**config.mk**
```make
export PLATFORM = sky130hd
export DESIGN_NAME = c_join_sync
export DESIGN_NICKNAME = d
export VERILOG_FILES = /design/src/rtl/c_join_sync.sv
export SDC_FILE = /design/constraint.sdc
export NUM_CORES = 1
export LEC_CHECK = 0
export BUFFER_PORTS_ARGS = -buffer_cell sky130_fd_sc_hd__buf_2
export CORE_UTILIZATION = 25
export CTS_CLUSTER_DIAMETER = 80
export DETAILED_ROUTE_END_ITERATION = 12
export HOLD_SLACK_MARGIN = 0.1
export PLACE_DENSITY = 0.5
export SYNTH_ARGS = -nofsm -noshare
export SYNTH_HDL_FRONTEND = slang
export SYNTH_SLANG_ARGS = --single-unit
```
**constraint.sdc**
```tcl
create_clock -name clk -period 3.45 [get_ports clk]
set_input_delay 0.69 -clock clk [delete_from_list [all_inputs] [get_ports clk]]
set_output_delay 0.69 -clock clk [all_outputs]
set_load 0.01 [all_outputs]
```
**src/rtl/c_join_sync.sv**
```systemverilog
// Registered generalised Muller C-element join over IN_NUM masked request channels.
// Define C_JOIN_TIMEOUT_EN to build the stall watchdog; otherwise timeout is tied to 0.
module c_join_sync #(
  parameter int IN_NUM      = 4,
  parameter int TIMEOUT_CYC = 16,
  localparam int CNT_W      = $clog2(IN_NUM + 1)
) (
  input  logic              clk,
  input  logic              rst,
  input  logic [IN_NUM-1:0] in,
  input  logic [IN_NUM-1:0] mask,
  output logic              out,
  output logic [CNT_W-1:0]  n_arrived,
  output logic              busy,
  output logic              timeout
);

  typedef enum logic [1:0] {LO, WAIT_HI, HI, WAIT_LO} state_t;

  state_t             state_q, state_d;
  logic               out_q, out_d;
  logic               busy_q, busy_d;
  logic [CNT_W-1:0]   nArr_q, nArr_d;
  logic [IN_NUM-1:0]  active, atTarget, atNextTarget;
  logic               anyActive, allT, noneT, nextTargetHi;

  function automatic logic [CNT_W-1:0] popCount(input logic [IN_NUM-1:0] v);
    logic [CNT_W-1:0] c;
    c = '0;
    for (int i = 0; i < IN_NUM; i++) c = c + CNT_W'(v[i]);
    return c;
  endfunction

  // With every channel masked both all_t and none_t hold vacuously, so the state is frozen.
  always_comb begin
    active    = ~mask;
    anyActive = (active != '0);
    atTarget  = active & ((state_q == LO || state_q == WAIT_HI) ? in : ~in);
    allT      = (atTarget == active);
    noneT     = (atTarget == '0);
    state_d   = state_q;
    if (anyActive) begin
      case (state_q)
        LO:      if (allT) state_d = HI; else if (!noneT) state_d = WAIT_HI;
        WAIT_HI: if (allT) state_d = HI; else if (noneT)  state_d = LO;
        HI:      if (allT) state_d = LO; else if (!noneT) state_d = WAIT_LO;
        WAIT_LO: if (allT) state_d = LO; else if (noneT)  state_d = HI;
        default: state_d = LO;
      endcase
    end
    nextTargetHi = (state_d == LO || state_d == WAIT_HI);
    atNextTarget = active & (nextTargetHi ? in : ~in);
    nArr_d       = popCount(atNextTarget);
    out_d        = (state_d == HI || state_d == WAIT_LO);
    busy_d       = (state_d == WAIT_HI || state_d == WAIT_LO);
  end

  // Values of TIMEOUT_CYC below 2 are out of range and are not given any special handling.
  if (TIMEOUT_CYC < 2) begin : g_timeoutCfgLow
  end

`ifdef C_JOIN_TIMEOUT_EN
  localparam int TW = $clog2(TIMEOUT_CYC + 1);

  logic [TW-1:0] wdog_q, wdog_d, wdogInc;
  logic          timeout_q, timeout_d;

  // timeout is judged on the state being left, so it lingers one cycle past the end of a stall.
  always_comb begin
    wdogInc   = (wdog_q == TW'(TIMEOUT_CYC)) ? wdog_q : wdog_q + 1'b1;
    wdog_d    = (anyActive && busy_d) ? wdogInc : '0;
    timeout_d = anyActive && busy_q && (wdogInc == TW'(TIMEOUT_CYC));
  end

  assign timeout = timeout_q;
`else
  assign timeout = 1'b0;
`endif

  always_ff @(posedge clk) begin
    if (rst) begin
      state_q   <= LO;
      out_q     <= 1'b0;
      busy_q    <= 1'b0;
      nArr_q    <= '0;
`ifdef C_JOIN_TIMEOUT_EN
      wdog_q    <= '0;
      timeout_q <= 1'b0;
`endif
    end else begin
      state_q   <= state_d;
      out_q     <= out_d;
      busy_q    <= busy_d;
      nArr_q    <= nArr_d;
`ifdef C_JOIN_TIMEOUT_EN
      wdog_q    <= wdog_d;
      timeout_q <= timeout_d;
`endif
    end
  end

  assign out       = out_q;
  assign busy      = busy_q;
  assign n_arrived = nArr_q;

endmodule

```
# --- Word level (Yosys, flattened, before mapping) ---
# Index checks and enable logic that the tools add are counted.
# W data, S select, Z words.
classes:
  eq_ne: 7
  n_reduce_logical: 8
  n_bitwise: 4
  n_addsub: 3
  mux: 12
ops:
  columns: ["operator", "n"]
  rows:
  - ["$mux W2", 9]
  - ["$and A4 B4 Y4", 2]
  - ["$eq A2 B2 Y1 const B", 4]
  - ["$mux W4", 2]
  - ["$not A4 Y4", 2]
  - ["$pmux W2 S4", 1]
  - ["$eq A2 B1 Y1 const B", 2]
  - ["$eq A4 B4 Y1", 1]
  - ["$logic_not A2 Y1", 2]
  - ["$logic_not A4 Y1", 1]
  - ["$logic_or A1 B1 Y1", 4]
  - ["$reduce_bool A4 Y1", 1]
  - ["$add A2 B1 Y3", 1]
  - ["$add A3 B1 Y3", 1]
  - ["$add A1 B1 Y2", 1]
totals:
  in_bits: 10
  word_cells: 38
  ff_bits: 7

# --- Depth between registers and ports, before layout ---
depth:
  ltp_word: 16
  ltp_mapped: 8

# --- Worst setup path after synthesis ---
# Ideal clock, no wire load.
synth_path:
  path_kind: "input -> register"
  startpoint: "input mask[0]"
  endpoint: "register nArr_q[1], in the netlist n_arrived[1]"
  path_slack_ps: 676
  setup_time_ps: 114
  t_arrival_ps: 2660
  stages: 8
  required_time_ps: 3336
  path_cell_list: "and4_4 -> or4_4 -> nand4_1 -> o41ai_1 -> fa_1 -> ha_1 -> ha_1 -> nor2b_1"
synth_between:
  elab_chain_cells: 14
  word_cells_on_any_way: 23
synth_lines:
  columns: ["element", "line", "rtl"]
  rows:
  - ["from (decl)", "11", "input logic [IN_NUM-1:0] mask,"]
  - ["$not A4 Y4 (*)", "36", "active = ~mask;"]
  - ["$and A4 B4 Y4", "38", "atTarget = active & ((state_q == LO || state_q == WAIT_HI) ? in : ~in);"]
  - ["$logic_not A4 Y1", "40", "noneT = (atTarget == '0);"]
  - ["$mux W2 (on tied branches) (2 in a row)", null, null]
  - ["$pmux W2 S4", "43", "case (state_q)"]
  - ["$mux W2", "42", "if (anyActive) begin"]
  - ["$eq A2 B1 Y1 / $logic_not A2 Y1 (equally long branches)", "51", "nextTargetHi = (state_d == LO || state_d == WAIT_HI);"]
  - ["$logic_or A1 B1 Y1", "51", null]
  - ["$mux W4", "52", "atNextTarget = active & (nextTargetHi ? in : ~in);"]
  - ["$and A4 B4 Y4 (*)", "52", null]
  - ["$add A1 B1 Y2", "30", "for (int i = 0; i < IN_NUM; i++) c = c + CNT_W'(v[i]);"]
  - ["$add A2 B1 Y3", "30", null]
  - ["$add A3 B1 Y3 (*)", "30", null]
  - ["net nArr_d[1]", "23", "logic [CNT_W-1:0] nArr_q, nArr_d;"]
  - ["to (signal assigned)", "94", "nArr_q <= nArr_d;"]
  - ["to (decl)", "23", null]
# Mark *: on every way through the listed nets, which the timed path passes. The rest lies on a longest branch.
# A chain may end at the register's enable or synchronous reset.

# --- Worst setup path after layout ---
# Same ends and word-level chain as after synthesis.

==> run_results.csv <==
group,metric,value,unit
synthesis,yosys-top-cells-area,"dfxtp_1 (33%), o41ai_1 (8.1%), ha_1 (5.8%)",
setup_path,critical_path_buf_inv_count,1,
route,dr.pass1.iters,8,
power_and_ir_drop,p_seq_share,41.8,%
placement,dpl.hpwl,707,µm
synthesis,async_flop_share,0,%
setup_path,r2r-start,"state_q[1]",
route,drt-initial-drc-count,16,
clocking,tritoncts,"done",
synthesis,synth_flop_cell,"dfxtp_1",
die,start_util,27.6,%
power_and_ir_drop,ir_drop,0.0000920,V
synthesis,synth_seq_cells,7,
die,die_height,43.5,µm
placement,numPortBuffers,14,
clocking,htree_num_levels,1,
synthesis,synth_edf_count,0,
setup_path,path_cells,"buf_2, and4_4, or4_4, nand4_1, o41ai_1, fa_1, ha_1, ha_1, nor2b_1",
placement,placed_cell_area,520,µm²
flow_run,cap_violations,0,
finish,drive_above_1_share,30.9,%
placement,gp_congestion,0.784,
finish,num_antenna_cells,0,
route,drc,4,
die,die_w,43.5,µm
power_and_ir_drop,p_switching,0.0000612,W
synthesis,synth.distinct_cells,23,
setup_path,cp-startpoint,"mask[0]",
route,wl,856,µm
synthesis,ys_seq_area_share,32.6,%
sta,clock_skew,0.00365,ns
placement,post-place-ws,0.455,ns
finish,area_growth,27.0,%
route,via_per_inst,5.14,
finish,final_cell_area,547,µm²
power_and_ir_drop,power.internal,0.000159,W
synthesis,synth_cells,50,
clocking,cts_setup_buffers,0,
sta,fin_ws,0.720,ns
clocking,post_cts_resized,0,
route,wl_per_cell,10.2,µm
global_routing,grt-ovfl-total,0,
synthesis,synthesis.nets,63,
global_routing,grt_pass1_vias,340,
clocking,cts_made_buffers,3,
sta,fin_crit_sh,79.1,%
finish,multiInputGateArea,260,µm²
die,coreArea,1560,µm²
finish,nNetsFinal,82,
clocking,clkTransAtPathRegs,0.05,ns
die,die_area,1890,µm²
synthesis,postSynthAreaPerCell,8.61,µm²
clocking,cts_root_buf,"clkbuf_4",
synthesis,synth_top_area_share,32.6,%
synthesis,synth_top_cell_by_area,"dfxtp_1",
hold_path,hp-start,"state_q[1]",
sta,finalSetupTns,0,ns
global_routing,grt_pass1_wl,1360,µm
die,ioPinCount,16,
setup_path,cp_data_arrival_time,2.86,ns
finish,fill_cells,166,
setup_path,crit_type,"input pin to register",
sta,hold_viol_final,0,
setup_path,critPathLaunchType,"input pin",
sta,hold_slack,0.545,ns
setup_path,critPathRequiredTime,3.58,ns
setup_path,path_delay_family,"simple AND/OR/NAND/NOR gates",
setup_path,cp-end-kind,"register",
finish,final-seq-area,140,µm²
sta,finalSetupViolCount,0,
setup_path,slowest_delay,0.57,ns
hold_path,hold_class,"register to register",
synthesis,ys_warn_count,0,
route,num_vias,432,
clocking,ctsHoldBuffers,0,
sta,rsz0062_at_grt,"false",
power_and_ir_drop,p_comb_share,26.1,%
sta,fmax,366,MHz
clocking,clock-sinks,7,
synthesis,syn_area,430,µm²
global_routing,antenna_found_initial,0,
sta,drv_slew,0,
run_status,outcome,"finished with violations",
power_and_ir_drop,leakagePower,0.264,nW
setup_path,cp_max_fo,5,
sta,period_minus_slack,2.73,ns
run_status,violations,"DRC",
setup_path,slowest_stage,"or4_4",
route,ant_nets,0,
clocking,clk_latency,0.24,ns
clocking,cts_max_path_buffers,2,
power_and_ir_drop,switching_share,27.7,%
setup_path,crit_top_cell,"ha_1",
global_routing,grt_usage,9.92,%
power_and_ir_drop,pwr-share-clk,32.1,%
die,rows,14,
global_routing,grt_max_degree,8,
power_and_ir_drop,pwr_density_cell,404,nW/µm²
-- flip-flops by register name, summed over array words and instances (netlist names) --
register   flops
busy           1
n_arrived      3
out            1
state_q        2
-- metrics by stage --
stage	total power, W	std cells	util (%)
global placement	0.000152	80	33.4
finish	0.000221	84	35.1
detailed placement	0.000151	80	33.4
CTS	0.000226	84	35.1
floorplan	0.000130	50	-
global route	0.000238	84	35.1
-- routing by layer --
layer	wire length [µm]	part of all wire, %	GRT usage [%]	up-vias
met3	23	2.7	1.25	0
li1	-	-	-	223
met1	418	49	11.4	201
met5	0	0	0	-
met4	0	0	9.38	0
met2	415	48	15.8	8
-- cell families (layout without fill, tap and decap cells) --
family | after synthesis | in the layout | synth area share, %
adder cells (fa/ha/maj) | 3 | 3 | 10.5
flip-flops | 7 | 7 | 32.6
other | 1 | 1 | 0.871
AND/OR/NAND/NOR | 18 | 18 | 24.7
AO/OA/AOI/OAI | 14 | 14 | 24.4
buffers and inverters | 7 | 25 | 6.98
-- power by group through the flow --
stage	logic [W]	registers, W	clock network [W]
finish	0.0000577	0.0000922	0.0000708
global route	0.0000652	0.0000926	0.0000806
global placement	0.0000583	0.0000938	0
CTS	0.0000579	0.0000922	0.0000754
detailed placement	0.0000577	0.0000935	0
floorplan	0.0000331	0.0000964	0
-- synthesized netlist by cell type, types with 2 or more instances --
cell and count:
o221ai_1 2, nor2b_1 3, nor2_1 5, o41ai_1 4, dfxtp_1 7, nand3_1 2
inv_1 6, ha_1 2, nand4_1 2, o22ai_1 2, a211oi_1 2, a31oi_1 2
-- cell type report --
| type | count | share of cell area (%) |
|---|---|---|
| timing repair buffer | 15 | 14.2 |
| inverter | 6 | 4.12 |
| sequential | 7 | 25.6 |
| multi-input combinational | 36 | 47.6 |
| clock buffer | 4 | 4.81 |
| tap | 16 | 3.66 |
-- cell usage in the layout, fill, tap and decap left out, types with 2 or more instances in the layout --
cell type / netlist / routed
inv_1: 6 / 6
nand3_1: 2 / 2
clkbuf_4: 0 / 3
o41ai_1: 4 / 4
nor2_1: 5 / 5
o22ai_1: 2 / 2
buf_2: 0 / 14
nand4_1: 2 / 2
dfxtp_1: 7 / 7
ha_1: 2 / 2
a31oi_1: 2 / 2
o221ai_1: 2 / 2
nor2b_1: 3 / 3
a211oi_1: 2 / 2
-- final timing paths --
check,endpoint,depth (start not counted),slack (ns)
max reg2reg,n_arrived[1],6,1.22
min reg2reg,out,1,0.54
min,out,1,0.54
max,n_arrived[1],9,0.72
(Power assumes the default switching activity.)
